==> config.mk <==
export PLATFORM = sky130hd
export DESIGN_NAME = counter_scheduler
export DESIGN_NICKNAME = d
export VERILOG_FILES = /design/src/rtl/counter_scheduler.sv
export SDC_FILE = /design/constraint.sdc
export NUM_CORES = 1
export LEC_CHECK = 0
export CAP_MARGIN = 40
export CORE_UTILIZATION = 30
export DETAILED_ROUTE_END_ITERATION = 8
export PLACE_DENSITY = 0.61
export SYNTH_ARGS = -nofsm -noshare
export SYNTH_HDL_FRONTEND = slang
export SYNTH_SLANG_ARGS = --single-unit
export TNS_END_PERCENT = 5
==> constraint.sdc <==
create_clock -name i_CLK -period 4.8 [get_ports i_CLK]
set_input_delay 0.96 -clock i_CLK [delete_from_list [all_inputs] [get_ports i_CLK]]
set_output_delay 0.96 -clock i_CLK [all_outputs]
set_load 0.03 [all_outputs]
==> src/rtl/counter_scheduler.sv <==
// Round-robin arbiter that lends one shared up-counter to NUM_REQ requesters.
// The winner's delay is latched at grant time, and a one-cycle done pulse is issued when the delay expires.
module counter_scheduler #(
   parameter int NUM_REQ           = 4,
   parameter int COUNTER_MSB       = 6,
   parameter int COUNTER_THRESHOLD = 127
) (
   input  logic                               i_CLK,
   input  logic                               i_RST_N,
   input  logic [NUM_REQ-1:0]                 i_REQ,
   input  logic [NUM_REQ*(COUNTER_MSB+1)-1:0] i_DELAY,
   output logic [NUM_REQ-1:0]                 o_GNT,
   output logic [NUM_REQ-1:0]                 o_DONE,
   output logic                               o_BUSY,
   output logic [COUNTER_MSB:0]               o_COUNT,
   output logic                               o_OVER_RUN
);

   localparam int W  = COUNTER_MSB + 1;
   localparam int PW = (NUM_REQ > 1) ? $clog2(NUM_REQ) : 1;
   localparam logic [W-1:0] THRESH = W'(COUNTER_THRESHOLD);

   typedef enum logic [1:0] {S_IDLE, S_COUNT, S_DONE} state_t;

   state_t               state_q, state_d;
   logic [PW-1:0]        ptr_q, ptr_d;
   logic [PW-1:0]        sel_q, sel_d;
   logic [W-1:0]         dly_q, dly_d;
   logic                 over_q, over_d;
   logic [NUM_REQ-1:0]   gnt_q, gnt_d;
   logic [NUM_REQ-1:0]   done_q, done_d;
   logic                 busy_q, busy_d;
   logic [W-1:0]         count_q, count_d;

   logic [W-1:0]         delay_arr [NUM_REQ];
   logic                 req_found;
   logic [PW-1:0]        req_pick;
   logic [PW-1:0]        scan_idx;
   logic [PW-1:0]        sel_next;

   genvar gi;
   generate
      for (gi = 0; gi < NUM_REQ; gi++) begin : g_unpack
         assign delay_arr[gi] = i_DELAY[gi*W +: W];
      end
   endgenerate

   // First set request at or above the pointer, wrapping around.
   always_comb begin
      req_found = 1'b0;
      req_pick  = '0;
      scan_idx  = '0;
      for (int i = 0; i < NUM_REQ; i++) begin
         scan_idx = PW'((int'(ptr_q) + i) % NUM_REQ);
         if (!req_found && i_REQ[scan_idx]) begin
            req_found = 1'b1;
            req_pick  = scan_idx;
         end
      end
   end

   assign sel_next = (sel_q == PW'(NUM_REQ - 1)) ? '0 : sel_q + PW'(1);

   always_comb begin
      state_d = state_q;
      ptr_d   = ptr_q;
      sel_d   = sel_q;
      dly_d   = dly_q;
      over_d  = over_q;
      gnt_d   = gnt_q;
      done_d  = '0;
      count_d = count_q;
      case (state_q)
         S_IDLE: begin
            if (req_found) begin
               sel_d   = req_pick;
               over_d  = delay_arr[req_pick] > THRESH;
               dly_d   = (delay_arr[req_pick] > THRESH) ? THRESH : delay_arr[req_pick];
               gnt_d   = NUM_REQ'(1) << req_pick;
               count_d = '0;
               state_d = S_COUNT;
            end
         end
         S_COUNT: begin
            // A dropped request wins over a simultaneous terminal count.
            if (!i_REQ[sel_q]) begin
               state_d = S_IDLE;
               gnt_d   = '0;
               over_d  = 1'b0;
               count_d = '0;
               ptr_d   = sel_next;
            end else if (count_q == dly_q) begin
               state_d = S_DONE;
               gnt_d   = '0;
               over_d  = 1'b0;
               count_d = '0;
               done_d  = NUM_REQ'(1) << sel_q;
               ptr_d   = sel_next;
            end else begin
               count_d = count_q + W'(1);
            end
         end
         S_DONE: begin
            state_d = S_IDLE;
         end
         default: begin
            state_d = S_IDLE;
         end
      endcase
      busy_d = (state_d != S_IDLE);
   end

   always_ff @(posedge i_CLK or negedge i_RST_N) begin
      if (!i_RST_N) begin
         state_q <= S_IDLE;
         ptr_q   <= '0;
         sel_q   <= '0;
         dly_q   <= '0;
         over_q  <= 1'b0;
         gnt_q   <= '0;
         done_q  <= '0;
         busy_q  <= 1'b0;
         count_q <= '0;
      end else begin
         state_q <= state_d;
         ptr_q   <= ptr_d;
         sel_q   <= sel_d;
         dly_q   <= dly_d;
         over_q  <= over_d;
         gnt_q   <= gnt_d;
         done_q  <= done_d;
         busy_q  <= busy_d;
         count_q <= count_d;
      end
   end

   assign o_GNT      = gnt_q;
   assign o_DONE     = done_q;
   assign o_BUSY     = busy_q;
   assign o_COUNT    = count_q;
   assign o_OVER_RUN = over_q;

endmodule

==> run summary, run 1 <==
The flow ran to the end, and the final reports show no timing, DRC or antenna violations. The compound-cell area share of the yosys netlist was 0.2273; the number of setup violations in the final report was 0. Broken down by cell family, the worst path's largest delay share belongs to buffers and inverters. The run gives 0.1485 as the total global routing track utilization. The initial antenna violation count was 0; the maximum VDD drop was 0.3318 mV. The end-of-flow core utilization is 0.4303, and the maximum clock rate is 336.8 MHz. The floorplan has 27 rows. Relative to the synthesized area, the layout overhead comes to 35.29%. The global placement routability congestion came out at 0.8513.

Ranked by instance count, the synthesized netlist is headed by sky130_fd_sc_hd__dfrtp_1, sky130_fd_sc_hd__o21ai_0, sky130_fd_sc_hd__nand2_1. The first global-routing pass estimated 7162 um of wire. The maximum number of buffers from clock root to sink was 2; the number of global-route vias before repair was 1455. Summed over all failing endpoints, the final setup total negative slack is 0 ps. For the starting density of the core, the log shows 0.3180. The multiplexer share of the synthesized area came out at 0.04324.

Layout cell share with drive strength beyond 1: 0.08051. The most used flip-flop cell after synthesis is sky130_fd_sc_hd__dfrtp_1. Hold timing on the final database bottoms out at a slack of 500.7 ps. The setup path with the least slack is of type in -> reg.

The floorplan step set the die width to 79.34 um. Entering global routing, the biggest net connects 31 pins. By area, the combinational part of the netlist is dominated by compound AO/OA/AOI/OAI gates. Clock tree synthesis inserted a total of 5 buffers. Measured in cells, the most critical reg-to-reg path has a length of 5. The tools report the number of unique standard cell types used by synthesis as 49. The worst hold path belongs to the class reg -> reg. Portion of the clock cycle consumed by the worst path in the final layout: 0.6186. Source of the worst hold timing path: dly_q[4]. For the detailed placement HPWL, the log shows 3320 um. The hold violation count in the final report was 0. TritonCTS built the clock tree. The path with the worst hold slack has its endpoint at dly_q[4]. In this run, post-CTS hold repair placed 0 buffers. In this design, the stage delay of the slowest critical-path cell is 730 ps.

Setup repair after global routing left no endpoint under its margin. The count of vias placed by the detailed router is 1521, and the design area is 2427 um2. The largest clock skew in the final design came out at 7.075 ps. The detailed router finished its first iteration with 66 violations.

At the pin with the least slew margin, the transition time is 629.4 ps. In the synthesized netlist, the number of instances is 186. Port buffering added 50 buffers.

At the later pin of the worst-skew pair, clock insertion delay measures 280 ps. The final number of max-transition violations was 0. The tools report the endpoint class of the critical path as a flip-flop.

The total congestion overflow came out at 0. 0 antenna diodes ended up in the layout. In this run the critical register-to-register path is launched from ptr_q[1]. In this run, synthesis produced a sequential element count of 30.

After synthesis the cells add up to 1794 um2. Walking the worst path, the cells encountered are clkdlybuf4s50_1 > mux2i_1 > a22o_2 > nor2_1 > mux2_2 > a221o_1. At the placement stage, the worst setup path has a slack of 1553 ps. The worst register-to-register path ends at dly_q[0]. The most common cell in the synthesized netlist is sky130_fd_sc_hd__dfrtp_1. The max-slew headroom at the worst pin was 0.5772; the core region area was 5642 um2. Counting flops with a built-in enable in the synthesized netlist gives 0.

Data arrives at the worst endpoint at 3130 ps. In this run the post-CTS setup repair buffer count came out at 0. Summed over all layers, the routed wires come to 4361 um. The parity-gate share of the synthesized area counting xor and xnor cells is 0.04881, and the share of the synthesized area in the top cell type is 0.4184. The biggest fanout along the worst timing path is 14, and the cell area power density is 516.0 nW/um2. The share of synthesized area occupied by flip-flops and latches is 0.4184, and the number of nets in the finished design is 274.

For this run, design rule violations remaining after detail routing come to 0. Cell with the largest stage delay on the worst path: sky130_fd_sc_hd__clkdlybuf4s50_1. The adder-cell share of the synthesized area is 0.03487, and the reg2reg setup slack is 2670 ps. Floorplan die area: 6294 um2.

STA classifies the critical path startpoint as an input pin. Leakage power of the design: 1.008 nW. The detail route stage leaves a number of antenna-violating nets equal to 0.

After detailed routing, the average wire length per cell comes to 14.16 um. The die is 79.34 um tall. The number of clock sinks came out at 30. The shortest clock period the worst path allows after layout is 2969 ps, and the share of synthesized flip-flops with an asynchronous set or reset is 1.000. The deepest level of the CTS H-tree was 2.

The worst path buffer plus inverter count is 1. For this run, the number of Yosys warnings is 0. The number of primary I/O pins is 51.

Yosys attributes the largest share of cell area to sky130_fd_sc_hd__dfrtp_1, sky130_fd_sc_hd__xor2_1, sky130_fd_sc_hd__o21ai_0, sky130_fd_sc_hd__ha_1, sky130_fd_sc_hd__nand2_1. The simple-gate share of the synthesized area came out at 0.1688. The largest total area in the synthesized netlist belongs to sky130_fd_sc_hd__dfrtp_1. Counting instances, the worst hold path has a depth of 2. The minimum setup slack in the final design is 1831 ps, and the number of vias per cell is 4.938.

Post-synthesis net count: 225. The tools report the required time reported for the critical path endpoint as 4960 ps. CTS placed an instance of sky130_fd_sc_hd__clkbuf_8 at the clock tree root. The tools report the first-pass detailed-route iteration total as 4.

Across the run, the number of max-cap violations was 0. After detailed placement, the total cell area comes to 2332 um2. Once the clock tree was built, the resizer swapped 0 gates to a different size. The clock-pin slew on the worst setup and hold paths came out at 60 ps.

A synthesized cell averages 9.646 um2.
-- cell usage in the layout, fill, tap and decap left out, drive strengths merged, types with 2 or more instances in the layout --
cell type,Yosys,final
a211oi,5,5
a21oi,11,11
a221o,2,2
a31oi,3,3
and2,5,5
and3,2,2
buf,10,2
clkbuf,0,6
clkdlybuf4s50,0,50
dfrtp,30,30
ha,5,5
inv,10,10
mux2,4,4
nand2,15,15
nand2b,4,4
nand3,5,5
nand3b,2,2
nor2,7,7
nor3,5,5
nor3b,4,4
nor4,2,2
o211ai,3,3
o21ai,17,17
o221ai,4,4
o22a,2,2
o22ai,2,2
xor2,10,10
-- where the power goes --
group	total, mW	leakage [nW]	switching (mW)	internal, mW
logic	0.613	0.574	0.344	0.270
clock network	0.208	0.0472	0.0930	0.115
registers	0.431	0.387	0.0929	0.338
-- metal layers --
layer  vias to the layer above  global-route usage  wire [um]
li1                        775                   -          -
met3                         6             0.03103        247
met4                         0             0.04364         61
met2                        55              0.2224       1826
met1                       685              0.2133       2226
met5                         -                   0          0
-- sequential cells by signal, indices dropped and copies added, names as in the netlist --
signal	flops
o_BUSY	1
o_OVER_RUN	1
o_COUNT	7
sel_q	2
dly_q	7
o_DONE	4
ptr_q	2
state_q	2
o_GNT	4
-- cells by family (layout without fill, tap and decap cells) --
family / Yosys count / after routing
AND/OR/NAND/NOR: 56 / 56
AO/OA/AOI/OAI: 59 / 59
XOR/XNOR: 10 / 10
flip-flops: 30 / 30
buffers and inverters: 20 / 70
multiplexers: 6 / 6
adder cells (fa/ha/maj): 5 / 5
-- through the flow --
stage	std cells	power, mW
after floorplan	186	0.8652
after global placement	300	1.041
after detailed placement	300	1.047
after CTS	308	1.261
after global routing	308	1.353
final	308	1.252
-- worst min-delay path, cell delays in order, from the launching register on --
cell and delay (ps):
sky130_fd_sc_hd__dfrtp_1 360, sky130_fd_sc_hd__nand2_1 50, sky130_fd_sc_hd__o21ai_0 60
-- final cells by class --
class	instances	area, um2
Clock buffer	6	82.58
Fill cell	553	3214
Timing Repair Buffer	52	515.5
Sequential cell	30	750.7
Clock inverter	2	12.51
Inverter	10	37.54
Multi-Input combinational cell	136	938.4
Tap cell	72	90.09
-- worst max-delay path by stage --
stage | cells past startpoint | from | endpoint | slack (ps)
after detailed placement | 6 | i_REQ[3] | dly_q[0] | 1550
after global routing | 6 | i_REQ[3] | dly_q[0] | 1660
after global placement | 6 | i_REQ[3] | dly_q[0] | 1590
final | 6 | i_REQ[3] | dly_q[0] | 1830
after floorplan | 6 | i_REQ[3] | dly_q[0] | 2320
after CTS | 6 | i_REQ[3] | dly_q[0] | 1840
(Power assumes the default switching activity.)
==> inputs of run 2 (changes only) <==
--- a/config.mk
+++ b/config.mk
@@ -8,7 +8,7 @@
 export CAP_MARGIN = 40
 export CORE_UTILIZATION = 30
 export DETAILED_ROUTE_END_ITERATION = 8
-export PLACE_DENSITY = 0.61
+export PLACE_DENSITY = 0.63
 export SYNTH_ARGS = -nofsm -noshare
 export SYNTH_HDL_FRONTEND = slang
 export SYNTH_SLANG_ARGS = --single-unit
==> constraint.sdc (replaced) <==
create_clock -name i_CLK -period 2.7 [get_ports i_CLK]
set_input_delay 0.54 -clock i_CLK [delete_from_list [all_inputs] [get_ports i_CLK]]
set_output_delay 0.54 -clock i_CLK [all_outputs]
set_load 0.03 [all_outputs]
==> run 2 against run 1 <==
- combinational power increased by 88%
- sequential share of layout area is 0.84 points lower
- cell area is 2.8% higher
- final cell count up 2.9%
- total power increased by 83%
- clock skew shrank 2.0 ps
- utilization increased by 1.2 points
- non-clock buffer count up 9
- clock power is 78% higher
- critical path depth is the same
- count of clock-buffer cells in the layout unchanged
- critical path type unchanged
- critical endpoint is now dly_q[4]
- highest routed layer unchanged
==> run summary, run 2 (synthesis gave the netlist of run 1 again) <==
The total global routing track utilization came out at 0.1584. Entering global routing, the biggest net connects 31 pins. The part of the total power dissipated in the clock network came out at 0.162. Port buffer count: 50. The cell with the largest stage delay on the worst path is sky130_fd_sc_hd__clkdlybuf4s50_1. Following the worst setup path forward leads to its endpoint at dly_q[4].

In the layout the commonest cells are sky130_fd_sc_hd__clkdlybuf4s50_1, sky130_fd_sc_hd__dfrtp_1, sky130_fd_sc_hd__o21ai_0, sky130_fd_sc_hd__nand2_1, sky130_fd_sc_hd__buf_4. The endpoint class of the critical path was a flip-flop. The tightest min-delay check is of the reg -> reg type. At the end of the flow, the number of nets in the layout was 283.

The congestion estimate from routability-driven global placement came to 0.8419. The worst-case IR drop observed on VDD is 0.3968 mV. The run gives 317 as the count of non-filler cells in the finished layout.

The first-pass detailed-route iteration total is 4, and the clock-pin slew on the worst setup and hold paths is 70 ps. The arrival time reported for the critical path endpoint was 2460 ps; the starting DRC count in detailed routing was 85. The leakage power of the design is 1.051 nW. The tools report the initial antenna violation count as 0.

The switching fraction of total power works out to 0.4170. The critical path runs through a total of 6 cells. The cell area power density is 918.5 nW/um2, and the measured slew at the worst slew-check pin is 499.2 ps. The startpoint type of the worst setup path is an input pin.

Summed over all nets, the switching power comes to 0.9555 mW. The floorplan step defined a core boundary enclosing 5642 um2. After detailed placement, the design holds a cell count of 309. The largest single stage delay on the critical path is 570 ps.

The floorplan die height came out at 79.34 um. The max capacitance violation total is 0, and the number of vias per cell is 5.136. Setup repair after global routing left no endpoint under its margin.

Traced cell by cell, the critical path runs through clkdlybuf4s50_1 > and4b_1 > a31o_1 > or2_1 > a211oi_1 > o21ai_0. The die covers 6294 um2. Counting cells, the worst reg-to-reg path comes to 5.

Leaving out fill and tap cells, the most frequent cell in the layout is sky130_fd_sc_hd__clkdlybuf4s50_1. After layout, the minimum clock period comes to 2310 ps. TritonCTS built the clock tree. The first-pass GRT wire length is 7527 um, and the end-of-flow core utilization is 0.4422. The maximum clock rate came out at 432.9 MHz.

The endpoint of the most critical register-to-register path is dly_q[0]. Compared with the post-synthesis result, the final layout area differs by 39.05%. In the final timing run, aggregate negative setup slack is 0 ps.

The detailed-route wire length per cell came out at 13.97 um. For this block, the routed nets add up to 4430 um of wire. Biggest fanout along the worst timing path: 10. The critical path is of the in -> reg type. For the final hold slack, the log shows 520.3 ps. Measured along the x axis, the die boundary spans 79.34 um. The detailed router placed 1628 vias in this run.

For the starting density of the core, the log shows 0.3180. The run finished with clean final reports. The number of global-route vias before repair is 1532, and the total congestion overflow is 0. The layout cell share with drive strength beyond 1 works out to 0.1143. The count of nets left with antenna violations once routing finished came out at 0.

Clock skew on the completed layout was measured at 5.094 ps. In this run the most critical hold path is launched from dly_q[6]. After clock tree synthesis, the setup repair step added 0 buffers. For the worst setup path, the data required time is 2850 ps.

The number of clock sinks came out at 30. The internal power of the cells totals 1.336 mW. Once detailed placement completed, the half-perimeter wirelength came to 3443 um.

Among cell families on the critical path, the largest total delay comes from compound AO/OA/AOI/OAI gates. The worst register-to-register path begins at ptr_q[1]. The portion of the clock cycle consumed by the worst path in the final layout was 0.8555. For this run, design rule violations remaining after detail routing come to 0. The run gives 0.336 as the proportion of power drawn by flip-flops and latches. Hold repair after CTS inserted 0 buffers.

The tools report the max-slew headroom at the worst pin as 0.6672. CTS placed an instance of sky130_fd_sc_hd__clkbuf_8 at the clock tree root. The deepest level of the CTS H-tree came out at 2. The tools report the post-cts gate resize count as 0. After floorplanning, the core was divided into 27 placement rows. Across all register-to-register paths, the minimum setup slack is 540 ps. The tools report the final number of max-transition violations as 0. The critical path starts at i_REQ[0].

The tools report the number of setup violations in the final report as 0. The relative contribution of combinational cells to total power was 0.502; the number of antenna diodes was 0. 51 I/O pins were placed.

The worst path buffer plus inverter count came out at 1. The run gives 0 as the hold violation count in the final report. The clock insertion delay at the later pin of the skew report was 280 ps.

The clock passes through at most 2 buffers. The run gives 5 as the total clock buffers created by CTS.
run 2: cell count changes in the layout (fill, tap and decap cells not counted):
| cell | before | now |
|---|---|---|
| sky130_fd_sc_hd__buf_4 | 2 | 11 |
run 2: area by class of cell:
cell class              count  area [um2]
inverters                  10       37.54
fillers                   527        3147
well taps                  72       90.09
clock inverters             2       12.51
repair buffers             61       583.1
flip-flops and latches     30       750.7
clock buffers               6       82.58
multi-input cells         136       938.4
run 2: through the flow:
step / power (mW) / cell area [um2] / worst slack, ps
5_1_grt: 2.479 / 2495 / 270.8
2_1_floorplan: 1.538 / 1794 / 639.4
6_report: 2.292 / 2495 / 390.2
4_1_cts: 2.312 / 2495 / 405.2
3_3_place_gp: 1.912 / 2400 / 184.4
3_5_place_dp: 1.931 / 2400 / 105.6
run 2: worst min-delay path by stage:
stage	to	slack, ps	cells after the start
final	dly_q[6]	520	2
after global routing	dly_q[3]	550	1
after CTS	dly_q[6]	530	2
after detailed placement	dly_q[6]	510	2
after global placement	dly_q[4]	490	2
after floorplan	dly_q[0]	240	0
run 2: power by group through the flow:
stage | Combinational, mW | Sequential, mW | Clock, mW
CTS | 1.16 | 0.770 | 0.383
finish | 1.15 | 0.770 | 0.371
detailed placement | 1.15 | 0.779 | 0
global route | 1.28 | 0.798 | 0.402
global placement | 1.14 | 0.777 | 0
floorplan | 0.715 | 0.823 | 0
run 2: worst register-to-register path, stage by stage (launching register included):
cell                      delay (ps)
sky130_fd_sc_hd__dfrtp_1         500
sky130_fd_sc_hd__nor2b_1         230
sky130_fd_sc_hd__a22o_2          330
sky130_fd_sc_hd__nor2_1          290
sky130_fd_sc_hd__mux2_2          370
sky130_fd_sc_hd__a221o_1         320
run 2: per-layer routing:
| layer | part of all wire | up-vias | GRT usage | wire length, um |
|---|---|---|---|---|
| met5 | 0 | - | 0 | 0 |
| met4 | 0.016 | 0 | 0.06000 | 71 |
| met3 | 0.061 | 5 | 0.03333 | 272 |
| met2 | 0.43 | 64 | 0.2310 | 1885 |
| met1 | 0.50 | 766 | 0.2272 | 2201 |
| li1 | - | 793 | - | - |
